## src/rtl/mips_pkg.sv

```systemverilog
// Shared MIPS pipeline types and constants.
// Imported by the fetch stage and its PC register.
package mips_pkg;

    localparam int INSTR_W = 32;
    localparam int XLEN = 32;

    localparam logic [INSTR_W-1:0] NOP = 32'h0000_0000;
    localparam logic [XLEN-1:0] RESET_PC_DEFAULT = 32'h0000_0000;
    localparam int IMEM_WORDS_DEFAULT = 64;

    typedef enum logic [1:0] {
        SEL_ADV,
        SEL_HOLD,
        SEL_BR,
        SEL_JMP
    } pc_sel_e;

    typedef struct packed {
        logic [INSTR_W-1:0] instr;
        logic [XLEN-1:0]    pc4;
        logic               valid;
    } if_id_t;

    function automatic logic [XLEN-1:0] word_align(
        input logic [XLEN-1:0] addr
    );
        return {addr[XLEN-1:2], 2'b00};
    endfunction

endpackage

```

## src/rtl/pc_reg.sv

```systemverilog
// Program counter with next-PC selection and fetch checks.
// Redirect beats stall; branch beats jump.
module pc_reg
    import mips_pkg::*;
#(
    parameter logic [XLEN-1:0] RESET_PC = RESET_PC_DEFAULT,
    parameter int IMEM_WORDS = IMEM_WORDS_DEFAULT
) (
    input  logic            clk,
    input  logic            reset,
    input  logic            stall,
    input  logic            branch_taken,
    input  logic [XLEN-1:0] branch_target,
    input  logic            jump,
    input  logic [XLEN-1:0] jump_target,
    output logic [XLEN-1:0] pc,
    output logic [XLEN-1:0] pc4,
    output pc_sel_e         sel,
    output logic            misaligned,
    output logic            out_of_range
);

    // 34-bit compare so large IMEM_WORDS cannot overflow the limit
    localparam logic [XLEN+1:0] LIMIT =
        (XLEN+2)'(IMEM_WORDS) << 2;

    logic [XLEN-1:0] target;
    logic [XLEN-1:0] pc_next;

    always_comb begin
        sel = SEL_ADV;
        priority case (1'b1)
            branch_taken: sel = SEL_BR;
            jump:         sel = SEL_JMP;
            stall:        sel = SEL_HOLD;
            default:      sel = SEL_ADV;
        endcase
    end

    always_comb begin
        target = jump_target;
        if (sel == SEL_BR) begin
            target = branch_target;
        end
    end

    assign pc4 = pc + 32'd4;

    assign misaligned =
        ((sel == SEL_BR) || (sel == SEL_JMP)) &&
        (target[1:0] != 2'b00);

    assign out_of_range = {2'b00, pc} >= LIMIT;

    always_comb begin
        pc_next = pc4;
        unique case (sel)
            SEL_BR,
            SEL_JMP:  pc_next = word_align(target);
            SEL_HOLD: pc_next = pc;
            SEL_ADV:  pc_next = pc4;
            default:  pc_next = pc4;
        endcase
    end

    always_ff @(posedge clk) begin
        if (reset) begin
            pc <= RESET_PC;
        end else begin
            pc <= pc_next;
        end
    end

endmodule

```

## src/rtl/if_stage.sv

```systemverilog
// Instruction fetch: PC, imem address, IF/ID register.
// Bubbles on redirect and on out-of-range fetches.
module if_stage
    import mips_pkg::*;
#(
    parameter logic [XLEN-1:0] RESET_PC = RESET_PC_DEFAULT,
    parameter int IMEM_WORDS = IMEM_WORDS_DEFAULT
) (
    input  logic               clk,
    input  logic               reset,
    output logic [XLEN-1:0]    imem_addr,
    input  logic [INSTR_W-1:0] imem_data,
    input  logic               stall,
    input  logic               branch_taken,
    input  logic [XLEN-1:0]    branch_target,
    input  logic               jump,
    input  logic [XLEN-1:0]    jump_target,
    output logic [XLEN-1:0]    pc,
    output logic [INSTR_W-1:0] if_id_instr,
    output logic [XLEN-1:0]    if_id_pc4,
    output logic               if_id_valid,
    output logic               fetch_fault,
    output logic [31:0]        fetch_count
);

    pc_sel_e         sel;
    logic [XLEN-1:0] pc4;
    logic            misaligned;
    logic            out_of_range;
    if_id_t          if_id;

    pc_reg #(
        .RESET_PC   (RESET_PC),
        .IMEM_WORDS (IMEM_WORDS)
    ) u_pc_reg (
        .clk           (clk),
        .reset         (reset),
        .stall         (stall),
        .branch_taken  (branch_taken),
        .branch_target (branch_target),
        .jump          (jump),
        .jump_target   (jump_target),
        .pc            (pc),
        .pc4           (pc4),
        .sel           (sel),
        .misaligned    (misaligned),
        .out_of_range  (out_of_range)
    );

    assign imem_addr = pc;

    // Bubbles keep the old pc4; only instr and valid are cleared
    always_ff @(posedge clk) begin
        if (reset) begin
            if_id       <= '0;
            fetch_fault <= 1'b0;
            fetch_count <= 32'd0;
        end else begin
            unique case (sel)
                SEL_BR,
                SEL_JMP: begin
                    if_id.instr <= NOP;
                    if_id.valid <= 1'b0;
                    if (misaligned) begin
                        fetch_fault <= 1'b1;
                    end
                end
                SEL_HOLD: begin
                end
                SEL_ADV: begin
                    if (out_of_range) begin
                        if_id.instr <= NOP;
                        if_id.valid <= 1'b0;
                        fetch_fault <= 1'b1;
                    end else begin
                        if_id.instr <= imem_data;
                        if_id.pc4   <= pc4;
                        if_id.valid <= 1'b1;
                        fetch_count <= fetch_count + 32'd1;
                    end
                end
                default: begin
                end
            endcase
        end
    end

    assign if_id_instr = if_id.instr;
    assign if_id_pc4   = if_id.pc4;
    assign if_id_valid = if_id.valid;

endmodule

```

## config.mk

```make
export PLATFORM = sky130hd
export DESIGN_NAME = if_stage
export DESIGN_NICKNAME = d
export VERILOG_FILES = /design/src/rtl/mips_pkg.sv /design/src/rtl/pc_reg.sv /design/src/rtl/if_stage.sv
export SDC_FILE = /design/constraint.sdc
export NUM_CORES = 1
export LEC_CHECK = 0
export BUFFER_PORTS_ARGS = -buffer_cell sky130_fd_sc_hd__buf_2
export CAP_MARGIN = 20
export CORE_MARGIN = 2
export CORE_UTILIZATION = 26
export CTS_CLUSTER_DIAMETER = 60
export CTS_CLUSTER_SIZE = 16
export DETAILED_ROUTE_END_ITERATION = 8
export PLACE_DENSITY = 0.5
export SETUP_SLACK_MARGIN = 0.02
export SLEW_MARGIN = 20
export SYNTH_ARGS = -nofsm -noshare
export SYNTH_HDL_FRONTEND = slang
export SYNTH_SLANG_ARGS = --single-unit
```

## constraint.sdc

```tcl
create_clock -name clk -period 2.2 [get_ports clk]
set_input_delay 0.22 -clock clk [delete_from_list [all_inputs] [get_ports clk]]
set_output_delay 0.22 -clock clk [all_outputs]
set_load 0.02 [all_outputs]
```

==> results of run 1 <==
[timing repair]
item / in CTS / in global routing
setup endpoints to repair: 7 / 18
hold buffers: 0 / 0
buffers inserted: 2 / 7
resized for setup: 9 / 17
gates cloned: 1 / 1
pin swaps: 4 / 7
hold endpoints to repair: 0 / 0
[worst max-delay path by stage]
stage,endpoint,cells after the start
finish,fetch_count[27]$_SDFFE_PP0P_,6
global route,fetch_count[27]$_SDFFE_PP0P_,6
CTS,fetch_count[27]$_SDFFE_PP0P_,6
detailed placement,fetch_count[31]$_SDFFE_PP0P_,7
global placement,fetch_count[27]$_SDFFE_PP0P_,7
floorplan,fetch_count[27]$_SDFFE_PP0P_,7
[layout by cell type, fill, tap and decap left out, types with 11 or more instances in the layout]
cell type    n
nand2_1     54
buf_4       77
a21oi_1     68
inv_1       12
or3_1       16
dfxtp_1    115
xnor2_1     14
nor2_1      78
a211oi_1    11
nor4_1      21
clkbuf_16   17
o21ai_0     42
and3_1      27
nand3_1     29
a22oi_1     34
buf_2      256
nand4_1     20
[worst max-delay path, cell delays in order (launching register included)]
cell and delay [ns]:
dfxtp_2 0.34, nand3_2 0.09, or3_1 0.35, or4_4 0.56
buf_6 0.15, or4_4 0.46, a21oi_1 0.15
[kinds of logic (layout without fill, tap and decap cells)]
kind of cell	after synthesis	after routing
flops	126	126
buf+inv	105	386
mux	8	8
fa+ha+maj	3	3
simple gates	307	307
compound gates	194	194
other cells	1	6
xor+xnor	21	21
[routing by layer]
metal  routed length [um]  up-vias  part of all wire
met1                10200     3077              0.46
met3                 1450       24             0.066
met4                  309        0             0.014
li1                     -     3292                 -
met2                10100      247              0.46
met5                    0        -                 0
[synthesized netlist by cell type (all sizes together) (2+ instances only)]
cell,count
a311oi,3
and3,27
xor2,7
mux2i,7
nand3b,2
o31a,3
or2,3
nor4,30
clkbuf,48
o211ai,2
a22oi,34
or3,16
o31ai,9
and4,7
o22ai,6
a211oi,11
inv,12
a221o,2
nand2b,3
ha,3
nand3,32
nand4,21
a221oi,2
o21ai,42
buf,44
a21oi,69
nor2,81
xnor2,14
o311a,2
nor3,11
dfxtp,126
or4,11
and2,3
nor2b,2
nand2,55
nor3b,2
a31oi,3
[report_power, final]
part | switching (W) | total, W | internal, W
Clock | 0.00114 | 0.00282 | 0.00168
Sequential | 0.0000366 | 0.00236 | 0.00233
Combinational | 0.000502 | 0.000825 | 0.000323
Total | 0.00168 | 0.00601 | 0.00433
[final cells by class]
type / instances / area [um2]
sequential: 126 / 2540
fill: 2442 / 14500
tap: 319 / 399
timing repair buffer: 341 / 1980
clock buffer: 17 / 425
inverter: 13 / 48.8
clock inverter: 15 / 160
multi-input combinational: 539 / 3280
[metrics by stage]
stage | util | cells | hold slack, ns
finish | 0.379 | 1370 | 0.0487
CTS | 0.373 | 1362 | 0.0292
floorplan | - | 770 | 0.363
global placement | 0.346 | 1327 | 0.440
global route | 0.379 | 1370 | 0.0429
detailed placement | 0.346 | 1327 | 0.456
==> impl_metrics.tcl, run 1 <==
set metrics [dict create \
    synthAdderAreaFrac 0.00611 \
    clk_pin_slew_worst_paths_ns 0.06 \
    ir_drop_v 0.000510 \
    clockBufferDepth 2 \
    design_area_um2 8840 \
    worstPathArrival_ns 2.51 \
    power.density_cell_area_nw_per_um2 680 \
    start_util 0.263 \
    cts_tree "done" \
    fin_crit_ns 2.16 \
    grt_max_degree 68 \
    setup_violations 0 \
    synthArstFlopShare 0 \
    synth_top_area_share 0.411 \
    syn_avg_cell_area_um2 8.03 \
    rsz0062_at_grt "true" \
    finalCritPeriodShare 0.984 \
    ios 263 \
    synthMuxAreaShare 0.0132 \
    maxSlewViolCount 0 \
    fin_skew_ns 0.0138 \
    use_met1 0.231 \
    synth-edff-count 0 \
    rows 56 \
    htreeDepth 4 \
    hp-start "imem_data[28]" \
    r2r-start "fetch_count[12]$_SDFFE_PP0P_" \
    wl_per_cell_um 16.1 \
    startpoint "fetch_count[12]$_SDFFE_PP0P_" \
    gp_congestion 0.798 \
    grt_usage 0.172 \
    crit_fanout 6 \
    worstMarginPinSlew_ns 0.637 \
    max_freq_mhz 462 \
    use_met3 0.0424 \
    cts_made_buffers 17 \
    synthCells 765 \
    leakagePower_nw 3.94 \
    path_class "reg2reg" \
    status "complete, no violations" \
    reg2reg_depth 6 \
    ys_seq_area_frac 0.411 \
    antenna_found_initial 0 \
    min_to "if_id_instr[28]$_SDFFE_PP0P_" \
    end_kind "register" \
    hold_class "in2reg" \
    synth_compound_area_frac 0.194 \
    synth_cell_type_count 52 \
    grt_overflow 0 \
    ys_warn_count 0 \
    drv_cap 0 \
    wirelength_um 22100 \
    grt_pass1_wl_um 33700 \
    dpl_cell_area_um2 8070 \
    max-slew-margin-rel 0.576 \
    die_w_um 158 \
    drive_above_1_share 0.393 \
    synth_area_um2 6140 \
    ff2ff_setup_slack_ns 0.04 \
    drc 0 \
    ys_ff_latch 126 \
    yosys.area_share.simple 0.257 \
    holdPathStages 3 \
    numClockSinks 126 \
    setup_ws_ns 0.0352 \
    clk_latency_ns 0.42 \
    die_y_um 158 \
    synthXorXnorAreaFrac 0.0300 \
    synthTopCellsByArea "dfxtp_1 (41%), a21oi_1 (5.6%), nor2_1 (5.0%)" \
    cp.required_ns 2.55 \
    pre_cts_ws_ns -0.253 \
    yosys.area.top_type "dfxtp_1" \
    io_buffers 256 \
    die_area_um2 24900 \
    grt_pass1_vias 6049 \
    met2_usage 0.272 \
    firstDrtPassIters 5 \
    ant_nets 0 \
    core-area_um2 23300 \
    hold_violations 0 \
    via_count 6640 \
    gr-max-usage-layer "met2" \
    synth_top_flop_cell "dfxtp_1" \
    fin_nets 1142 \
    setup_tns_ns 0 \
    routed_via_density 4.85 \
    antennaDiodeCount 0 \
    first_iter_violations 423 \
    hpwlAfterDp_um 15600 \
    rr_endpoint "fetch_count[27]$_SDFFE_PP0P_" \
    syn_to_final_growth_pct 44.0 \
    synth_top_family_by_area "simple AND/OR/NAND/NOR gates" \
    start_kind "register" \
    total_power_w 0.00601 \
    cts_root_buf "clkbuf_16" \
]
(Power assumes the default switching activity.)
==> run 2, diff against run 1 <==
--- a/config.mk
+++ b/config.mk
@@ -5,14 +5,14 @@
 export SDC_FILE = /design/constraint.sdc
 export NUM_CORES = 1
 export LEC_CHECK = 0
-export BUFFER_PORTS_ARGS = -buffer_cell sky130_fd_sc_hd__buf_2
+export BUFFER_PORTS_ARGS = -buffer_cell sky130_fd_sc_hd__buf_4
 export CAP_MARGIN = 20
 export CORE_MARGIN = 2
 export CORE_UTILIZATION = 26
 export CTS_CLUSTER_DIAMETER = 60
 export CTS_CLUSTER_SIZE = 16
 export DETAILED_ROUTE_END_ITERATION = 8
-export PLACE_DENSITY = 0.5
+export PLACE_DENSITY = 0.48
 export SETUP_SLACK_MARGIN = 0.02
 export SLEW_MARGIN = 20
 export SYNTH_ARGS = -nofsm -noshare
==> constraint.sdc (replaced) <==
create_clock -name clk -period 2.1 [get_ports clk]
set_input_delay 0.21 -clock clk [delete_from_list [all_inputs] [get_ports clk]]
set_output_delay 0.21 -clock clk [all_outputs]
set_load 0.02 [all_outputs]
==> run 2 against run 1 <==
Against the previous run: sequential share of layout area fell by 2.2 points; clock skew fell by 0.0025 ns; via count fell by 0.35%; routed wire length rose by 4.1%; sequential power rose by 5%; critical path type unchanged; critical endpoint is now fetch_count[15]$_SDFFE_PP0P_; largest cell class unchanged; largest power group unchanged; highest routed layer unchanged.
==> impl_metrics.tcl, run 2 (synthesis gave the netlist of run 1 again) <==
set metrics [dict create \
    final_common_cell "buf_4" \
    grt_overflow 0 \
    path_class "reg2reg" \
    clk_pin_slew_worst_paths_ns 0.06 \
    antenna_found_initial 0 \
    switchingPower_w 0.00181 \
    holdWs_ns 0.0349 \
    io_buffers 256 \
    setup_violations 0 \
    finalCritPeriodShare 0.996 \
    fin_nets 1150 \
    hpwlAfterDp_um 16300 \
    postLayoutCoreUtil 0.410 \
    first_iter_violations 436 \
    p_seq_frac 0.383 \
    antennaDiodeCount 0 \
    grt_pass1_vias 6252 \
    maxSlewViolCount 0 \
    worstPathArrival_ns 2.44 \
    max-slew-margin-rel 0.589 \
    ant_nets 0 \
    syn_to_final_growth_pct 55.9 \
    die_area_um2 24900 \
    via_count 6617 \
    hold_buffers 0 \
    clockBufferDepth 2 \
    power_frac_clock 0.468 \
    combPwrFrac 0.149 \
    cts_root_buf "clkbuf_16" \
    fin_skew_ns 0.0113 \
    wl_per_cell_um 16.7 \
    worstMarginPinSlew_ns 0.617 \
    numClockSinks 126 \
    layout_common_cells "buf_4 (342), dfxtp_1 (112), nor2_1 (80)" \
    gp_congestion 0.789 \
    rows 56 \
    die_y_um 158 \
    end_kind "register" \
    grt_pass1_wl_um 35000 \
    die_w_um 158 \
    ff2ff_setup_slack_ns 0.008 \
    grt_usage 0.181 \
    switching_share 0.280 \
    start_kind "register" \
    cts_tree "done" \
    cts_made_buffers 17 \
    crit_fanout 11 \
    grt_max_degree 61 \
    hold_violations 0 \
    status "complete, no violations" \
    internal_power_w 0.00467 \
    rsz0062_at_grt "true" \
    hold_class "in2reg" \
    ios 263 \
    core-area_um2 23300 \
    htreeDepth 4 \
    leakagePower_nw 4.10 \
    clk_latency_ns 0.42 \
    routed_via_density 4.80 \
    power.density_cell_area_nw_per_um2 677 \
    max_freq_mhz 478 \
    ir_drop_v 0.000554 \
    final_cells 1378 \
    drive_above_1_share 0.399 \
    post-place-cells 1338 \
    cp.required_ns 2.45 \
    drv_cap 0 \
    drc 0 \
    firstDrtPassIters 6 \
    start_util 0.263 \
    fin_crit_ns 2.09 \
    wirelength_um 23000 \
]
[run 2: layout make-up]
cell class              instances  area, um2
well taps                     319        399
clock buffers                  17        425
inverters                      13       48.8
multi-input cells             539       3300
flip-flops and latches        126       2540
clock inverters                15        174
fillers                      2365      13800
repair buffers                349       2680
[run 2: power groups by stage]
stage	registers [W]	logic (W)	clock network (W)
6_report	0.00248	0.000965	0.00304
3_5_place_dp	0.00253	0.000952	0
5_1_grt	0.00248	0.00104	0.00324
2_1_floorplan	0.00261	0.000431	0
3_3_place_gp	0.00253	0.000955	0
4_1_cts	0.00248	0.000964	0.00313
[run 2: timing repair]
item | CTS | global route
resized for setup | 15 | 14
pin swaps | 10 | 8
setup buffers | 4 | 3
setup endpoints to repair | 13 | 25
gates cloned | 0 | 1
[run 2: final timing paths]
kind,cells after the start,startpoint,endpoint
worst max-delay path,7,fetch_count[13]$_SDFFE_PP0P_,fetch_count[15]$_SDFFE_PP0P_
worst max register to register,7,fetch_count[13]$_SDFFE_PP0P_,fetch_count[15]$_SDFFE_PP0P_
worst min-delay path,3,imem_data[15],if_id_instr[15]$_SDFFE_PP0P_
worst min register to register,2,if_id_valid$_SDFFE_PP0P_,if_id_valid$_SDFFE_PP0P_
[run 2: worst max-delay path, stage by stage, from the launching register on]
cell     delay (ns)
dfxtp_2        0.33
nand3_2        0.09
or3_1          0.35
or4_4          0.54
buf_8          0.16
buf_6          0.12
or3_1          0.30
a21oi_1        0.14
[run 2: per-layer routing]
metal,global-route usage,wire (um),up-vias,share of wire
li1,-,-,3311,-
met1,0.240,10300,3083,0.45
met2,0.286,10700,205,0.47
met3,0.0583,1640,18,0.071
met4,0.0455,278,0,0.012
met5,0,0,-,0
[run 2: through the flow]
stage | setup WS [ns] | setup TNS (ns) | power [W] | instance area (um2)
floorplan | -0.203 | -1.31 | 0.00304 | 6260
global placement | -0.330 | -2.72 | 0.00348 | 8780
detailed placement | -0.345 | -3.38 | 0.00348 | 8780
CTS | -0.0113 | -0.0168 | 0.00657 | 9460
global route | -0.0821 | -0.392 | 0.00677 | 9570
finish | 0.00753 | 0 | 0.00648 | 9570
==> run 3, diff against run 2 <==
--- a/config.mk
+++ b/config.mk
@@ -9,6 +9,7 @@
 export CAP_MARGIN = 20
 export CORE_MARGIN = 2
 export CORE_UTILIZATION = 26
+export CTS_BUF_LIST = sky130_fd_sc_hd__clkbuf_2
 export CTS_CLUSTER_DIAMETER = 60
 export CTS_CLUSTER_SIZE = 16
 export DETAILED_ROUTE_END_ITERATION = 8
==> run 3 against run 2 <==
Against the previous run: the run now ends with setup timing left; total power is 19% lower; first-iteration DRC count decreased by 16%; sequential power is essentially flat; non-clock buffer count is 96 higher; combinational power up 16%; cell count increased by 7.0%; worst setup slack worse by 0.080 ns; sequential share of layout area down 1.7 points; critical endpoint is now fetch_count[23]$_SDFFE_PP0P_; largest cell class is now non-clock buffers.
==> impl_metrics.tcl, run 3 (synthesis gave the netlist of run 1 again) <==
set metrics [dict create \
    ant_nets 0 \
    firstDrtPassIters 5 \
    wl_per_cell_um 16.5 \
    path_class "reg2reg" \
    end_kind "register" \
    holdWs_ns 0.0767 \
    crit_path_top_delay_cell "or4_4" \
    rsz0062_at_grt "true" \
    power.density_cell_area_nw_per_um2 515 \
    start_kind "register" \
    drc 0 \
    grt_max_degree 61 \
    path_common_cell "or4_4" \
    first_iter_violations 365 \
    finalCritPeriodShare 1.03 \
    hpwlAfterDp_um 16300 \
    cts_made_buffers 17 \
    die_y_um 158 \
    wirelength_um 24300 \
    violations "setup timing" \
    combPwrFrac 0.213 \
    pre_cts_ws_ns -0.345 \
    cp.required_ns 2.70 \
    cp_cell_sequence "nand3_2 -> or3_1 -> or4_4 -> buf_8 -> or4_4 -> a21oi_2" \
    layout_common_cells "buf_4 (347), dfxtp_1 (105), dlygate4sd3_1 (84)" \
    start_util 0.263 \
    hold_class "in2reg" \
    crit_fanout 6 \
    clk_latency_ns 0.69 \
    antenna_found_initial 0 \
    gp_congestion 0.789 \
    ios 263 \
    max_stage_delay_ns 0.58 \
    status "finished, violations left" \
    grt_overflow 0 \
    internal_power_w 0.00360 \
    switchingPower_w 0.00168 \
    post-place-cells 1338 \
    core-area_um2 23300 \
    grt_usage 0.185 \
    p_seq_frac 0.471 \
    fill_cells 2327 \
    leakagePower_nw 4.37 \
    worstMarginPinSlew_ns 0.838 \
    numClockSinks 126 \
    grt_pass1_wl_um 36300 \
    switching_share 0.318 \
    cts_root_buf "clkbuf_2" \
    ir_drop_v 0.000522 \
    max-slew-margin-rel 0.439 \
    setup_ws_ns -0.0726 \
    crit_buf_inv 1 \
    die_w_um 158 \
    dpl_cell_area_um2 8780 \
    fin_skew_ns 0.0363 \
    rows 56 \
    via_count 7053 \
    final_common_cell "buf_4" \
    power_frac_clock 0.316 \
    drive_above_1_share 0.391 \
    max_freq_mhz 460 \
    worstPathArrival_ns 2.78 \
    routed_via_density 4.78 \
    htreeDepth 4 \
    clockBufferDepth 2 \
    die_area_um2 24900 \
    io_buffers 256 \
    drv_cap 0 \
    design_area_um2 10300 \
    antennaDiodeCount 0 \
    hold_violations 0 \
    path_delay_family "simple AND/OR/NAND/NOR gates" \
    maxSlewViolCount 0 \
    syn_to_final_growth_pct 67.0 \
    fin_nets 1246 \
    setup_violations 8 \
    final_cells 1474 \
    total_power_w 0.00527 \
    cts_tree "done" \
    grt_pass1_vias 6724 \
    clk_pin_slew_worst_paths_ns 0.23 \
    fin_crit_ns 2.17 \
]
## run 3: cell types whose count changed in the layout (fill, tap and decap cells not counted), sizes merged
cell         previous run  this run
dlygate4sd3             0        84
clkbuf                 18        19
buf                   348       359
## run 3: path summary, 6_finish.rpt
check	from	to	slack (ns)	cells past startpoint
max	fetch_count[12]$_SDFFE_PP0P_	fetch_count[23]$_SDFFE_PP0P_	-0.07	6
min	jump_target[18]	u_pc_reg.pc[18]$_SDFFE_PP0P_	0.08	5
max reg2reg	fetch_count[12]$_SDFFE_PP0P_	fetch_count[23]$_SDFFE_PP0P_	-0.07	6
min reg2reg	if_id_valid$_SDFFE_PP0P_	if_id_valid$_SDFFE_PP0P_	0.48	2
## run 3: power by group through the flow
stage / Combinational (W) / Clock (W) / Sequential, W
final: 0.00112 / 0.00166 / 0.00249
after global routing: 0.00121 / 0.00186 / 0.00250
after CTS: 0.00111 / 0.00176 / 0.00248
after global placement: 0.000955 / 0 / 0.00253
after detailed placement: 0.000952 / 0 / 0.00253
after floorplan: 0.000431 / 0 / 0.00261
## run 3: metrics by stage
stage | util | TNS [ns]
after floorplan | - | -1.31
after global placement | 0.376 | -2.72
after detailed placement | 0.376 | -3.38
after CTS | 0.429 | -0.518
after global routing | 0.439 | -1.62
final | 0.439 | -0.371
## run 3: tightest hold or removal path: stages
cell	delay (ns)
buf_4	0.11
a21oi_1	0.12
o21ai_0	0.13
a21oi_1	0.14
nor4_1	0.06
## run 3: cell type report
cell class / instances / area, um2 / share of cell area
Clock buffer: 17 / 85.1 / 0.00830
Clock inverter: 15 / 174 / 0.0170
Inverter: 13 / 48.8 / 0.00476
Multi-Input combinational cell: 539 / 3340 / 0.326
Sequential cell: 126 / 2550 / 0.249
Tap cell: 319 / 399 / 0.0389
Timing Repair Buffer: 445 / 3650 / 0.356
## run 3: metal layers
metal,GRT usage,vias to the layer above,routed length (um)
met5,0,-,0
met4,0.0398,0,281
li1,-,3505,-
met1,0.240,3326,10800
met2,0.306,201,11600
met3,0.0534,21,1620
## run 3: timing repair
action                                  CTS  global route
setup buffers                             5            11
hold buffers                             84             0
hold endpoints to repair                 62             0
endpoints found under the setup margin   15            28
gates cloned                              1             4
pin swaps                                16            16
gates resized for setup                  18            37
